### config.mk
export PLATFORM = sky130hd
export DESIGN_NAME = uart_tx_fifo
export DESIGN_NICKNAME = d
export VERILOG_FILES = /design/src/rtl/uart_tx_fifo.sv
export SDC_FILE = /design/constraint.sdc
export NUM_CORES = 1
export LEC_CHECK = 0
export CAP_MARGIN = 5
export CORE_MARGIN = 5
export CORE_UTILIZATION = 25
export CTS_BUF_LIST = sky130_fd_sc_hd__clkbuf_8
export DETAILED_ROUTE_END_ITERATION = 6
export PLACE_DENSITY = 0.42
export SYNTH_ARGS = -nofsm -noshare
export SYNTH_HDL_FRONTEND = slang
export SYNTH_SLANG_ARGS = --single-unit
### constraint.sdc
create_clock -name clk -period 5.2 [get_ports clk]
set_input_delay 1.04 -clock clk [delete_from_list [all_inputs] [get_ports clk]]
set_output_delay 1.04 -clock clk [all_outputs]
set_load 0.05 [all_outputs]
### src/rtl/uart_tx_fifo.sv
// uart_tx_fifo: byte FIFO that launches one UART frame per entry on the tx_en/tx_busy/tx_done handshake.
// Define UART_TX_FIFO_GAP_EN to insert GAP_CYCLES idle clocks after every completed frame.
module uart_tx_fifo #(
   parameter int DEPTH      = 16,
   parameter int DATA_W     = 8,
   parameter int GAP_CYCLES = 16
) (
   input  logic                     clk,
   input  logic                     arst_n,
   input  logic                     rst,
   input  logic                     wr_en,
   input  logic [DATA_W-1:0]        wr_data,
   output logic                     full,
   output logic                     empty,
   output logic [$clog2(DEPTH):0]   count,
   output logic                     overflow,
   output logic                     tx_en,
   output logic [DATA_W-1:0]        tx_data,
   input  logic                     tx_busy,
   input  logic                     tx_done
);
   localparam int AW = $clog2(DEPTH);

   if (DEPTH < 2 || (DEPTH & (DEPTH - 1)) != 0 || GAP_CYCLES < 1) begin : g_bad_param
      $error("uart_tx_fifo: DEPTH must be a power of two >= 2 and GAP_CYCLES >= 1");
   end

`ifdef UART_TX_FIFO_GAP_EN
   typedef enum logic [2:0] {IDLE, LAUNCH, WAIT_BUSY, WAIT_DONE, GAP} state_t;
   localparam state_t AFTER_DONE = GAP;
`else
   typedef enum logic [2:0] {IDLE, LAUNCH, WAIT_BUSY, WAIT_DONE} state_t;
   localparam state_t AFTER_DONE = IDLE;
`endif

   logic [DATA_W-1:0] mem [DEPTH];
   logic [AW:0]       wr_ptr, rd_ptr;
   state_t            state, next;
   logic              push, pop, gap_over;

   // Pointers carry one extra wrap bit so full and empty are distinguishable.
   assign empty = wr_ptr == rd_ptr;
   assign full  = (wr_ptr ^ rd_ptr) == {1'b1, {AW{1'b0}}};
   assign count = wr_ptr - rd_ptr;
   assign push  = wr_en && !full;
   assign pop   = state == LAUNCH;

   always_ff @(posedge clk)
      if (push) mem[wr_ptr[AW-1:0]] <= wr_data;

`ifdef UART_TX_FIFO_GAP_EN
   localparam int GW = $clog2(GAP_CYCLES + 1);
   logic [GW-1:0] gap_cnt;
   assign gap_over = gap_cnt == '0;
   always_ff @(posedge clk or negedge arst_n)
      if (!arst_n) gap_cnt <= '0;
      else if (rst) gap_cnt <= '0;
      else if (state != GAP) gap_cnt <= GW'(GAP_CYCLES - 1);
      else if (!gap_over) gap_cnt <= gap_cnt - 1'b1;
`else
   assign gap_over = 1'b1;
`endif

   always_comb begin
      next = state;
      case (state)
         IDLE:      next = (!empty && !tx_busy) ? LAUNCH : IDLE;
         LAUNCH:    next = WAIT_BUSY;
         WAIT_BUSY: next = tx_done ? AFTER_DONE : tx_busy ? WAIT_DONE : WAIT_BUSY;
         WAIT_DONE: next = tx_done ? AFTER_DONE : WAIT_DONE;
         default:   next = gap_over ? IDLE : state;
      endcase
   end

   // tx_en and tx_data are registered together so the byte is valid on the same cycle as the pulse.
   always_ff @(posedge clk or negedge arst_n)
      if (!arst_n) begin
         state    <= IDLE;
         wr_ptr   <= '0;
         rd_ptr   <= '0;
         overflow <= 1'b0;
         tx_en    <= 1'b0;
         tx_data  <= '0;
      end else if (rst) begin
         state    <= IDLE;
         wr_ptr   <= '0;
         rd_ptr   <= '0;
         overflow <= 1'b0;
         tx_en    <= 1'b0;
         tx_data  <= '0;
      end else begin
         state    <= next;
         wr_ptr   <= wr_ptr + {{AW{1'b0}}, push};
         rd_ptr   <= rd_ptr + {{AW{1'b0}}, pop};
         overflow <= overflow | (wr_en & full);
         tx_en    <= next == LAUNCH;
         if (next == LAUNCH) tx_data <= mem[rd_ptr[AW-1:0]];
      end
endmodule

# --- After elaboration in Yosys (flattened, before gate mapping) ---
# Memory sizes are Yosys's and may differ from the RTL's.
# Cells that the tools add are included.
classes:
  mux: 14
  n_reduce_logical: 7
  bitwise: 3
  add_sub_neg: 3
  eq_ne: 6
ops:
  columns: ["cell", "count"]
  rows:
  - ["8-bit two-way mux", 2]
  - ["5-bit by 1-bit adder with 5-bit output", 2]
  - ["5-bit two-way mux", 2]
  - ["2-bit one-hot mux with 4 select lines", 1]
  - ["3-bit by 1-bit == test with 1-bit output, second input constant", 2]
  - ["3-bit by 2-bit == test with 1-bit output, second input constant", 2]
  - ["1-bit two-way mux", 6]
  - ["5-bit == test", 1]
  - ["5-bit == test, second input constant", 1]
  - ["5-bit subtractor", 1]
  - ["5-bit XOR", 1]
  - ["2-bit two-way mux", 2]
  - ["1-bit zero test", 3]
  - ["3-bit zero test", 1]
  - ["3-bit two-way mux", 1]
  - ["1-bit logical AND", 2]
  - ["2-bit nonzero test", 1]
  - ["1-bit bitwise AND", 1]
  - ["1-bit OR", 1]
totals:
  out_inout_bits: 17
  in_bits: 14
  ff_bits: 23
  mem_bits_rw: 128
  elab_cells: 40
  n_memories: 1
mem_list:
  columns: ["name", "words", "width", "rd", "rd_clocked_by_memory_dff", "write_ports", "line_no", "text"]
  rows:
  - ["mem", 16, 8, 1, 0, 1, "36", "logic [DATA_W-1:0] mem [DEPTH];"]

# --- Depth between registers and ports, before layout ---
# Gate-level depths: netlist of run 1.
depth:
  ltp_word: 8
  depth_mapped: 13

# --- Worst setup path after synthesis of run 1 ---
# OpenSTA, ideal clock, no wires.
synth_path:
  path_type: "register -> register"
  startpoint: "reg rd_ptr[3]"
  endpoint: "mem mem[12][0] (enable)"
  arrival_time_ps: 2879
  required_time_ps: 4805
  setup_time_ps: 395
  path_buffers: 2
  path_slack_ps: 1926
  stages_incl_launch_ff: 9
  path_cell_list: "dfrtp_1 buf_2 buf_1 inv_2 ha_1 and4_1 and2_1 nand2b_1 nor4_1"
synth_via:
  elab_chain_len: 6
synth_lines:
  columns: ["element", "line_no", "text"]
  rows:
  - ["from (decl)", "37", "logic [AW:0] wr_ptr, rd_ptr;"]
  - ["from (signal assigned)", "94", "rd_ptr <= rd_ptr + {{AW{1'b0}}, pop};"]
  - ["5-bit XOR", "43", "assign full = (wr_ptr ^ rd_ptr) == {1'b1, {AW{1'b0}}};"]
  - ["5-bit == test", "43", null]
  - ["named net full", "13", "output logic full,"]
  - ["1-bit zero test", "45", "assign push = wr_en && !full;"]
  - ["1-bit logical AND", "45", null]
  - ["1-bit two-way mux", "49", "if (push) mem[wr_ptr[AW-1:0]] <= wr_data;"]
  - ["1-bit two-way mux (implied by the code)", "49", null]
  - ["to (decl)", "36", null]
# The timed path passes the listed nets, and every way through them passes these cells.

# --- Worst setup path in the final report of run 1 ---
layout_path:
  startpoint: "reg wr_ptr[0]"
  endpoint: "out count[4]"
layout_via:
  elab_chain_len: 1
layout_lines:
  columns: ["element", "line_no", "text"]
  rows:
  - ["from (decl)", "37", null]
  - ["from (signal assigned)", "93", "wr_ptr <= wr_ptr + {{AW{1'b0}}, push};"]
  - ["5-bit subtractor", "44", "assign count = wr_ptr - rd_ptr;"]
  - ["to (decl)", "15", "output logic [$clog2(DEPTH):0] count,"]
# No other way between the ends.

==> impl_metrics.json, run 1 <==
{
  "setup_violations": 0,
  "ant_nets": 0,
  "ys_ff_latch": 150,
  "cap_viol_max_count": 0,
  "gp_congestion": 0.7583,
  "finalCritPeriodShare": 0.7739,
  "worst_path_max_delay_cell": "clkdlybuf4s50_1",
  "fin_tns_setup_ns": 0,
  "crit_fanout": 7,
  "path_cells": "inv_2, ha_1, fa_1, inv_1, a21o_1, a21oi_1, xor2_1, clkdlybuf4s50_1",
  "routed_wl_um": 13550,
  "drt_iter0_markers": 174,
  "outcome": "completed",
  "antenna_found_initial": 0,
  "die_h_um": 166.0,
  "grt_pass1_wl_um": 20710,
  "worstMarginPinSlew_ns": 1.067,
  "hold_path.class": "reg2reg",
  "place_inst": 664,
  "dieArea_um2": 27560,
  "required_ns": 4.16,
  "worstSetupStartpointType": "flip-flop",
  "vias": 2983,
  "postCtsResizedCells": 0,
  "htreeDepth": 4,
  "min_from": "overflow",
  "reg2reg_slack_ns": 2.04,
  "whs_ns": 0.4982,
  "fmax_ghz": 0.2485,
  "drive_gt1_frac": 0.2016,
  "period_minus_slack_ns": 4.024,
  "area_delta_synth_final_pct": 18.26,
  "p_leak_nw": 2.289,
  "cts_buffers": 17,
  "ir_drop_uv": 124.9,
  "rsz0062_at_grt": "false",
  "antenna_cells": 0,
  "synth_area_per_cell_um2": 19.26,
  "yosysSeqAreaShare": 0.7222,
  "design_area_um2": 7196,
  "postLayoutCoreUtil": 0.2976,
  "num_io_pins": 31,
  "clk-insertion-delay-late_ns": 0.44,
  "start_util": 0.2517,
  "drc_errors": 0,
  "slowest_delay_ns": 0.82,
  "slew_headroom": 0.2859,
  "postPlaceCellArea_um2": 6799,
  "reg2reg_to": "mem[13][4]",
  "netlist_area_um2": 6085,
  "path_clk_slew_ns": 0.08,
  "crit-reg2reg-launch": "wr_ptr[0]",
  "rows": 57,
  "grt_use_total": 0.1026,
  "hold_violations": 0,
  "clock_sinks": 150,
  "syn_nets": 339,
  "die_w_um": 166.0,
  "grt_pass1_vias": 3168,
  "synth_edf_count": 128,
  "timing_worst_setup_path_type": "reg2out",
  "cts_setup_buffers": 0,
  "slew_violations": 0,
  "grt_max_degree": 36,
  "wire_per_inst_um": 19.47,
  "yosysWarnings": 0,
  "pwr_density_cell_nw_per_um2": 344.1,
  "nets": 382,
  "synthFlopType": "edfxtp_1",
  "whs_endpoint": "overflow",
  "cts-root-buf": "clkbuf_8",
  "cts_tree": "done",
  "coreArea_um2": 24180,
  "drt_pass1_iterations": 4,
  "clk_path_buf_depth": 2,
  "critPathArrivalTime_ns": 2.98,
  "via_per_inst": 4.286,
  "overflow": 0,
  "rr_worst_depth": 8,
  "synth_cells": 316,
  "ctsHoldBuffers": 0,
  "dp_hpwl_um": 8457,
  "async_flop_share": 0.1467,
  "hold_path_depth": 2,
  "end_kind": "output port",
  "layout.cells.non_filler": 696,
  "yosysUniqueCellTypes": 36,
  "port_buffers": 30,
  "fin_skew_ns": 0.008600
}
-- worst max-delay path: cells and delay by family (launching register included) --
kind,cells,cell delay [ns]
XOR/XNOR,1,0.14
buffers and inverters,3,1.00
flip-flops,1,0.55
adder cells (fa/ha/maj),2,0.65
AO/OA/AOI/OAI,2,0.21
-- state kept, by name (all words and copies together), names as in the netlist --
| signal | flops |
|---|---|
| tx_data | 8 |
| state | 2 |
| rd_ptr | 5 |
| mem | 128 |
| overflow | 1 |
| wr_ptr | 5 |
| tx_en | 1 |
-- area by class of cell --
type	instances	area (um2)
Tap cell	324	405.4
Clock buffer	17	234.0
Sequential cell	150	4395
Clock inverter	15	162.7
Multi-Input combinational cell	141	1597
Fill cell	2371	16980
Inverter	11	41.29
Timing Repair Buffer	38	360.3
-- metrics by stage --
step,total power [W],worst slack [ns]
after detailed placement,0.001604,1.652
after global routing,0.002583,1.043
final,0.002476,1.176
after CTS,0.002511,1.149
after floorplan,0.001503,1.926
after global placement,0.001601,1.717
-- synth_stat cells (all sizes together) (2+ instances only) --
master,number,area share
a21o,2,0.0025
a21oi,4,0.0033
a31o,8,0.012
and4,2,0.0029
buf,7,0.010
clkbuf,7,0.0043
dfrtp,22,0.090
edfxtp,128,0.63
ha,8,0.016
inv,11,0.0068
mux2i,16,0.026
mux4,32,0.12
nand2b,3,0.0031
nand3,7,0.0058
nor2,19,0.012
nor2b,6,0.0062
nor3,4,0.0033
nor4,3,0.0031
o2111ai,2,0.0068
o21ai,2,0.0016
o22ai,8,0.0082
xnor2,5,0.0072
xor2,5,0.0084
-- placed cells by master, fill, tap and decap left out, types with 7 or more instances in the layout --
cell | synthesis | routed
clkbuf_8 | 0 | 17
buf_4 | 0 | 8
dfrtp_1 | 22 | 21
edfxtp_1 | 128 | 128
inv_1 | 8 | 8
mux4_2 | 28 | 28
mux2i_1 | 16 | 16
o22ai_1 | 8 | 8
nor2_1 | 19 | 19
ha_1 | 8 | 8
a31o_1 | 8 | 8
nand3_1 | 7 | 7
clkdlybuf4s50_1 | 0 | 30
-- report_power, final --
group | total, W | switching [W] | internal, W | leakage (nW)
clock network | 0.000903 | 0.000436 | 0.000467 | 0.198
registers | 0.00135 | 0.0000164 | 0.00133 | 1.46
logic | 0.000227 | 0.000148 | 0.0000796 | 0.634
-- logic make-up after synthesis --
family,count (synthesis),share of synthesized area
AOI/OAI and AO/OA,27,0.03516
muxes,48,0.1472
xor gates and xnor gates,10,0.01563
adders and majority gates,9,0.01974
buffers and inverters,25,0.02139
and+or+nand+nor,47,0.03866
DFF,150,0.7222
-- per-layer routing --
metal | GRT usage | part of all wire
met1 | 0.1303 | 0.44
met5 | 0 | 0
met3 | 0.02880 | 0.040
met2 | 0.1721 | 0.51
met4 | 0.03013 | 0.011
-- how the worst max path moves through the flow --
| stage | slack (ns) | to | cells after the start | from |
|---|---|---|---|---|
| CTS | 1.15 | count[4] | 8 | wr_ptr[0] |
| detailed placement | 1.65 | count[4] | 8 | wr_ptr[0] |
| floorplan | 1.93 | mem[12][0] | 8 | rd_ptr[3] |
| global placement | 1.72 | count[4] | 8 | wr_ptr[0] |
| finish | 1.18 | count[4] | 8 | wr_ptr[0] |
| global route | 1.04 | count[4] | 8 | wr_ptr[0] |
No activity file was read; power rests on OpenSTA's default activity.
==> inputs of run 2 (changes only) <==
PLACE_DENSITY = 0.43   (was 0.42)
clock period = 3.5 ns   (was 5.2 ns; I/O delays follow)
==> run 2 against run 1 <==
Total power rose by 48%; combinational power increased by 56%; non-clock buffer count grew 12; register-to-register slack worse by 1.2 ns; first-iteration DRC count fell by 7.5%; largest cell class unchanged.
==> impl_metrics.json, run 2 (synthesis results as in run 1) <==
{
  "outcome": "completed",
  "via_per_inst": 4.299,
  "slew_violations": 0,
  "overflow": 0,
  "cts_tree": "done",
  "cts-root-buf": "clkbuf_8",
  "slowest_delay_ns": 0.52,
  "coreArea_um2": 24180,
  "clk-insertion-delay-late_ns": 0.44,
  "antenna_found_initial": 0,
  "crit_fanout": 7,
  "die_h_um": 166.0,
  "final_common_cell": "edfxtp_1",
  "fin_tns_setup_ns": 0,
  "num_io_pins": 31,
  "final_cell_mix": "128 x edfxtp_1, 28 x mux4_2, 24 x clkdlybuf4s50_1",
  "dieArea_um2": 27560,
  "drt_pass1_iterations": 4,
  "vias": 3044,
  "period_minus_slack_ns": 3.067,
  "die_w_um": 166.0,
  "seqCellArea_um2": 4395,
  "htreeDepth": 4,
  "gp_congestion": 0.7624,
  "grt_max_degree": 36,
  "antenna_cells": 0,
  "rr_worst_depth": 9,
  "ctsHoldBuffers": 0,
  "place_inst": 676,
  "grt_use_total": 0.1058,
  "layout.cells.non_filler": 708,
  "multi_input_area_um2": 1579,
  "dp_hpwl_um": 9070,
  "cap_viol_max_count": 0,
  "drc_errors": 0,
  "worst_path_max_delay_cell": "dfrtp_1",
  "cp.depth": 8,
  "cts_setup_buffers": 0,
  "largest_reg_flops": 128,
  "clock_sinks": 150,
  "postCtsResizedCells": 0,
  "final.fill_count": 2345,
  "clk_path_buf_depth": 2,
  "drt_iter0_markers": 161,
  "worstSetupStartpointType": "flip-flop",
  "wire_per_inst_um": 19.60,
  "nets": 394,
  "grt_pass1_vias": 3427,
  "crit_family": "adder cells",
  "fin_skew_ns": 0.01199,
  "fmax_ghz": 0.3260,
  "finalCritPeriodShare": 0.8764,
  "timing_worst_setup_path_type": "reg2out",
  "drive_gt1_frac": 0.2422,
  "path_clk_slew_ns": 0.08,
  "p_leak_nw": 2.370,
  "slew_headroom": 0.3944,
  "critPathArrivalTime_ns": 2.37,
  "setup_violations": 0,
  "rows": 57,
  "ir_drop_uv": 246.8,
  "hold_violations": 0,
  "area_delta_synth_final_pct": 19.70,
  "rsz0062_at_grt": "false",
  "routed_wl_um": 13880,
  "ant_nets": 0,
  "cts_buffers": 17,
  "hold_path_depth": 1,
  "start_util": 0.2517,
  "hold_path.class": "reg2reg",
  "port_buffers": 30,
  "path_cells": "inv_2, ha_1, fa_1, inv_1, a21o_1, a21oi_1, xor2_1, buf_12",
  "end_kind": "output port",
  "grt_pass1_wl_um": 21500,
  "worst-path-buf-inv": 3,
  "required_ns": 2.80,
  "worstMarginPinSlew_ns": 0.9023,
  "pwr_density_cell_nw_per_um2": 502.1
}
run 2: cell count changes in the layout (fill, tap and decap cells not counted), sizes merged:
cell / before / now
bufinv: 3 / 2
inv: 11 / 15
buf: 8 / 26
clkdlybuf4s50: 30 / 24
clkinv: 10 / 7
run 2: where the power goes:
group	switching (W)	leakage [nW]	total, W	internal, W
clock	0.000671	0.195	0.00131	0.000637
sequential	0.0000202	1.46	0.00200	0.00198
combinational	0.000227	0.719	0.000353	0.000126
total	0.000918	2.37	0.00366	0.00274
run 2: layer usage:
layer	GRT usage	wire, um	vias up
met5	0	0	-
met4	0.03838	270	0
met3	0.02785	524	15
met2	0.1735	6858	61
met1	0.1356	6226	1593
li1	-	-	1375
run 2: final timing paths:
| path | startpoint | end | slack (ns) |
|---|---|---|---|
| min in group asynchronous | arst_n | rd_ptr[2] | 0.64 |
| max in group asynchronous | arst_n | rd_ptr[2] | 2.60 |
| worst max register to register | wr_ptr[0] | mem[2][6] | 0.84 |
| worst min-delay path | tx_data[7] | tx_data[7] | 0.52 |
| worst min register to register | tx_data[7] | tx_data[7] | 0.52 |
| worst max-delay path | wr_ptr[0] | count[4] | 0.43 |
run 2: area by class of cell:
class,instances,area share
sequential,150,0.6035
tap,324,0.05566
clock buffer,17,0.03212
clock inverter,15,0.02130
multi-input combinational,141,0.2168
inverter,11,0.005669
timing repair buffer,50,0.06494
run 2: through the flow:
stage	instance area [um2]	setup slack (ns)	utilization	total power (W)	hold slack, ns
floorplan	6085	0.2261	-	0.002232	0.4044
global route	7283	0.2968	0.3012	0.003820	0.5504
detailed placement	6894	0.7720	0.2852	0.002398	0.5054
finish	7283	0.4326	0.3012	0.003657	0.5165
global placement	6894	0.7714	0.2852	0.002394	0.4986
CTS	7283	0.3981	0.3012	0.003719	0.5251
